## src/rtl/decoder24_enable_low_seq.sv

```systemverilog
// Active-low 2-to-4 decoder with a registered sequencer.
// A load strobe gives a timed one-cold pulse; scan mode steps through codes 0..3 continuously.
module decoder24_enable_low_seq #(
    parameter int PULSE_LEN = 4,
    parameter int DWELL     = 8
) (
    input  logic       clk,
    input  logic       rst,
    input  logic       e,
    input  logic [1:0] y,
    input  logic       load,
    input  logic       scan_mode,
    output logic [3:0] w,
    output logic [1:0] code_out,
    output logic       busy,
    output logic       done
);

    typedef enum logic [1:0] {
        IDLE  = 2'd0,
        PULSE = 2'd1,
        SCAN  = 2'd2
    } state_t;

    // The counter counts edges since entry, so the last legal value is LEN-1.
    localparam logic [7:0] PULSE_LAST = 8'(PULSE_LEN - 1);
    localparam logic [7:0] DWELL_LAST = 8'(DWELL - 1);

    state_t     state_q, state_d;
    logic [1:0] code_q, code_d;
    logic [7:0] cnt_q, cnt_d;
    logic [3:0] w_q, w_d;
    logic       busy_q, busy_d;
    logic       done_q, done_d;

    always_comb begin
        state_d = state_q;
        code_d  = code_q;
        cnt_d   = cnt_q;
        done_d  = 1'b0;

        if (e) begin
            state_d = IDLE;
            cnt_d   = 8'd0;
        end else begin
            case (state_q)
                IDLE: begin
                    if (scan_mode) begin
                        state_d = SCAN;
                        code_d  = 2'd0;
                        cnt_d   = 8'd0;
                    end else if (load) begin
                        state_d = PULSE;
                        code_d  = y;
                        cnt_d   = 8'd0;
                    end
                end
                PULSE: begin
                    if (cnt_q == PULSE_LAST) begin
                        state_d = IDLE;
                        cnt_d   = 8'd0;
                        done_d  = 1'b1;
                    end else begin
                        cnt_d = cnt_q + 8'd1;
                    end
                end
                SCAN: begin
                    if (!scan_mode) begin
                        state_d = IDLE;
                        cnt_d   = 8'd0;
                    end else if (cnt_q == DWELL_LAST) begin
                        code_d = code_q + 2'd1;
                        cnt_d  = 8'd0;
                    end else begin
                        cnt_d = cnt_q + 8'd1;
                    end
                end
                default: begin
                    state_d = IDLE;
                    cnt_d   = 8'd0;
                end
            endcase
        end

        // Outputs are derived from the next state so they register alongside it.
        busy_d = (state_d != IDLE);
        w_d    = busy_d ? ~(4'b0001 << code_d) : 4'b1111;
    end

    always_ff @(posedge clk or posedge rst) begin
        if (rst) begin
            state_q <= IDLE;
            code_q  <= 2'd0;
            cnt_q   <= 8'd0;
            w_q     <= 4'b1111;
            busy_q  <= 1'b0;
            done_q  <= 1'b0;
        end else begin
            state_q <= state_d;
            code_q  <= code_d;
            cnt_q   <= cnt_d;
            w_q     <= w_d;
            busy_q  <= busy_d;
            done_q  <= done_d;
        end
    end

    assign w        = w_q;
    assign code_out = code_q;
    assign busy     = busy_q;
    assign done     = done_q;

endmodule

```

## config.mk

```make
export PLATFORM = sky130hd
export DESIGN_NAME = decoder24_enable_low_seq
export DESIGN_NICKNAME = d
export VERILOG_FILES = /design/src/rtl/decoder24_enable_low_seq.sv
export SDC_FILE = /design/constraint.sdc
export NUM_CORES = 1
export LEC_CHECK = 0
export CAP_MARGIN = 20
export CORE_AREA = 2 2 51 53
export DETAILED_ROUTE_END_ITERATION = 10
export DIE_AREA = 0 0 53 55
export PLACE_DENSITY = 0.77
export SYNTH_ARGS = -nofsm -noshare
export SYNTH_HDL_FRONTEND = slang
export SYNTH_SLANG_ARGS = --single-unit
```

## constraint.sdc

```tcl
create_clock -name clk -period 2 [get_ports clk]
set_clock_uncertainty 0.05 [all_clocks]
set_input_delay 0.4 -clock clk [delete_from_list [all_inputs] [get_ports clk]]
set_output_delay 0.4 -clock clk [all_outputs]
set_load 0.02 [all_outputs]
```

# Word level (Yosys, flattened, before mapping)
# Cells that the tools add are included.
[totals] ff_bits=18 output_inout_bits=8 wordCells=40 inputBits=7
[op_classes] n_reduce_logical=2 add_sub_neg=2 eq_ne=5 muxes=23 n_bitwise=1 n_shift=1
[ops] op="$mux W8" count=6
[ops] op="$pmux W8 S3" count=1
[ops] op="$mux W2" count=10
[ops] op="$add A8 B1 Y8 const B" count=1
[ops] op="$eq A8 B2 Y1 const B" count=1
[ops] op="$eq A8 B3 Y1 const B" count=1
[ops] op="$pmux W2 S3" count=1
[ops] op="$mux W4" count=1
[ops] op="$ne A4 B4 Y1 const B" count=1
[ops] op="$not A4 Y4" count=1
[ops] op="$pmux W2 S2" count=1
[ops] op="$shl A1 B2 Y4 const A" count=1
[ops] op="$mux W1" count=3
[ops] op="$add A2 B1 Y2 const B" count=1
[ops] op="$eq A2 B1 Y1 const B" count=1
[ops] op="$eq A2 B2 Y1 const B" count=1
[ops] op="$logic_not A2 Y1" count=1
[ops] op="$reduce_bool A2 Y1" count=1

# Depth between registers and ports, before layout
[logic_depth] depth_word=8 depth_mapped=8

# Least setup slack after synthesis
# No wires, ideal clock.
[synth_path] path_kind="register -> register" from="register state_q[0]" to="register cnt_q[2]" setup_ns=0.078 arrival_time_ns=1.629 n_path_buf=1 setup_slack_ns=0.244 path_stages_with_launch=8 required_ns=1.872 path_cell_list="dfrtp_1 > inv_1 > ha_1 > nand2b_1 > buf_2 > o21ai_2 > or4b_1 > a21oi_1"
[synth_between] elab_chain_cells=3 word_cells_on_any_way=6
[synth_rtl] element="start: declaration" line="29" text="state_t state_q, state_d;"
[synth_rtl] element="start signal: assignment" line="99" text="state_q <= state_d;"
[synth_rtl] element="$eq A2 B2 Y1, or another cell as far along" line="46" text="case (state_q)"
[synth_rtl] element="$pmux W8 S3" line="46"
[synth_rtl] element="$mux W8" line="42" text="if (e) begin"
[synth_rtl] element="end signal: assignment" line="101" text="cnt_q <= cnt_d;"
[synth_rtl] element="end: declaration" line="31" text="logic [7:0] cnt_q, cnt_d;"
# Parallel ways exist; a longest one is shown, timed or not.
# A chain may end at the register's enable or synchronous reset.

# Worst setup path after layout
[layout_path] from="register cnt_q[0]" to="register cnt_q[0]"
[layout_between] elab_chain_cells=5 word_cells_on_any_way=8
[layout_rtl] element="$add A8 B1 Y8 / $eq A8 B3 Y1 (equally long branches)" line="64, 75, 71"
[layout_rtl] element="$mux W8" line="71" text="end else if (cnt_q == DWELL_LAST) begin"
[layout_rtl] element="$mux W8" line="68" text="if (!scan_mode) begin"
[layout_rtl] element="$pmux W8 S3 (*)" line="46"
[layout_rtl] element="$mux W8 (*)" line="42"
# Every way passes the cells marked *; elsewhere a longest branch is shown, timed or not.

==> qor.csv <==
metric;value;unit
met1_usage;23.0;%
rows;18;
nFillCells;208;
cts_buffer_depth;2;
cts_root_buf;clkbuf_4;
yosysWarnings;0;
layout_commonest_cell;clkdlybuf4s50_1;
worstSetupEndpoint;cnt_q[0]$_DFFE_PP0P_;
grt_pass1_vias;990;
layout_common_cells;clkdlybuf4s50_1, dfrtp_1, buf_4;
synthCells;114;
sw_frac_of_total;32.7;%
wirelength;2.55;mm
timing.rr.start;cnt_q[0]$_DFFE_PP0P_;
die_h;55;µm
start_util;48.3;%
dpl-instance-area;1390;µm²
layout-drive-gt1-share;24.1;%
critPathSlowestCell;dfrtp_1;
synth_area;1140;µm²
r2r_setup_slack;0.05;ns
p_comb_share;30.9;%
worst_slack;0.0469;ns
dp_hpwl;1.89;mm
synth_largest_area_cell;dfrtp_1;
p_clk_share;23.9;%
io_buffers;14;
rr_worst_depth;6;
utilization;61.7;%
ant_nets;0;
tightest_slew;0.416;ns
htreeDepth;1;
insertedDiodeCount;0;
cts_made_buffers;3;
dieArea;2920;µm²
vias_per_cell;5.77;
worstSetupPathType;flip-flop to flip-flop;
drc;0;
drt-initial-drc-count;14;
seq_power_share;45.1;%
power.total;0.000977;W
gr-usage-all-layers;20.5;%
worstSetupStartpoint;cnt_q[0]$_DFFE_PP0P_;
stdcell_area;1460;µm²
detail_route.wl_per_cell;14.9;µm
die_w;53;µm
critPathMaxStageDelay;0.40;ns
finalWorstPathRequiredPeriod;1.95;ns
grt_pass1_wl;4.33;mm
irDropWorstVdd;0.381;mV
synthDistinctLibCells;43;
internal-power;0.000658;W
startpoint_type;flip-flop;
grt_overflow;0;
worstReg2RegEnd;cnt_q[0]$_DFFE_PP0P_;
cellPowerDensity;669;nW/µm²
ctsHoldBuffers;0;
ys_seq_elements;18;
post-place-ws;-0.0464;ns
dr.pass1.iters;4;
finalHoldViolations;0;
crit_fanout;8;
grt_use_met3;2.96;%
multi_input_area;662;µm²
clk_pin_slew;0.11;ns
busiest_layer;met2;
syn_to_final_growth;28.0;%
ys_seq_area_share;39.9;%
cp.arrival;2.10;ns
rsz0062_at_grt;yes;
leakage;0.632;nW
finalCritPeriodShare;97.7;%
core-area;2360;µm²
grt_max_degree;19;
worstSkewPairLatency;0.30;ns
cp.required;2.14;ns
slew-limit-headroom;72.1;%
yosys-top-cells-area;dfrtp_1, dfstp_2, ha_1;
cap_violations;0;
tritoncts;done;
synth.top_cell.area_share;30.7;%
synth.avg_cell_area;10.0;µm²
seq_area;457;µm²
nets;154;
grt_use_met2;38.5;%
p_switching;0.000319;W
place_congestion;0.862;
finalMaxSlewViolations;0;
clock_sinks;18;
hold_class;input pin to asynchronous set/reset pin;
status;complete, no violations;
finalSetupViolCount;0;
vias;986;
path_cells;ha_2 -> nor4b_4 -> a41o_4 -> nor3_1 -> buf_4 -> mux2_2;
cp-end-kind;flip-flop;
io_pins;15;
antenna_found_initial;0;
synthesis.nets;126;
fmax;0.512;GHz
==> sequential cells by signal, indices dropped and copies added (netlist names) <==
register,cells
w,4
busy,1
done,1
cnt_q,8
code_out,2
state_q,2
==> cells by family after synthesis <==
kind of cell,share of synthesized area (%)
simple gates,27.2
fa+ha+maj,5.48
flops,39.9
mux,0.987
xor+xnor,0.768
compound gates,21.5
buf+inv,4.17
==> timing repair <==
item | CTS | global route
gates resized for setup | 0 | 7
setup buffers | 0 | 1
setup endpoints to repair | 0 | 9
==> Yosys cell counts <==
cell	number
o22a_1	3
mux2_2	1
clkbuf_1	2
nand3_1	3
nor3_1	2
o31ai_1	1
ha_1	5
or3_1	1
nand3b_1	2
o41ai_2	1
o211a_1	1
o21a_1	2
a211o_1	1
o311ai_0	1
and4bb_2	1
o21ai_2	1
and2_1	2
a2111oi_4	1
and4_1	1
or4b_1	1
dfrtp_1	14
nor4b_4	1
nand2b_1	3
nor4b_1	3
a21oi_1	8
xor2_1	1
and3_1	6
o21bai_1	1
a22o_1	3
buf_2	2
nand4_1	3
dfstp_2	4
inv_1	8
nor4_1	4
or4_1	1
nor2b_1	1
a41o_2	1
a211oi_1	1
nand2_1	8
o32ai_1	1
nor3b_1	2
nor2_1	3
o211ai_1	2
==> worst max-delay path: cells and delay by family (launching register included) <==
family | cells | cell delay [ns]
AOI/OAI and AO/OA | 1 | 0.34
adders and majority gates | 1 | 0.19
buffers and inverters | 1 | 0.15
DFF | 1 | 0.40
muxes | 1 | 0.26
and+or+nand+nor | 2 | 0.44
==> worst min-delay path by stage <==
| stage | cells after the start | to | start | slack (ns) |
|---|---|---|---|---|
| 2_1_floorplan | 1 | busy$_DFF_PP0_ | rst | 0.29 |
| 3_3_place_gp | 1 | cnt_q[1]$_DFFE_PP0P_ | cnt_q[1]$_DFFE_PP0P_ | 0.45 |
| 3_5_place_dp | 1 | cnt_q[1]$_DFFE_PP0P_ | cnt_q[1]$_DFFE_PP0P_ | 0.49 |
| 4_1_cts | 3 | busy$_DFF_PP0_ | rst | 0.35 |
| 5_1_grt | 3 | busy$_DFF_PP0_ | rst | 0.37 |
| 6_report | 3 | done$_DFF_PP0_ | rst | 0.35 |
==> layout make-up <==
class / instances / area share, %
multi-input cells: 84 / 45.3
inverters: 8 / 2.06
well taps: 30 / 2.57
flip-flops and latches: 18 / 31.3
repair buffers: 27 / 16.3
clock buffers: 4 / 2.49
==> power by group through the flow <==
stage	Clock [W]	Combinational (W)	Sequential, W
after detailed placement	0	0.000296	0.000445
after CTS	0.000241	0.000297	0.000438
final	0.000234	0.000302	0.000441
after floorplan	0	0.000142	0.000474
after global placement	0	0.000289	0.000443
after global routing	0.000259	0.000329	0.000445
==> routing by layer <==
metal,routed length (µm),part of all wire [%]
met1,1120,44
met2,1340,53
met5,0,0
met3,70,2.7
met4,16,0.63
==> stage by stage <==
step | setup TNS [ns] | std cells | hold slack [ns]
final | 0 | 171 | 0.350
after global routing | -0.127 | 171 | 0.369
after floorplan | 0 | 114 | 0.286
after detailed placement | -0.191 | 166 | 0.486
after CTS | 0 | 170 | 0.353
after global placement | 0 | 166 | 0.455
No activity file was read; power rests on OpenSTA's default activity.
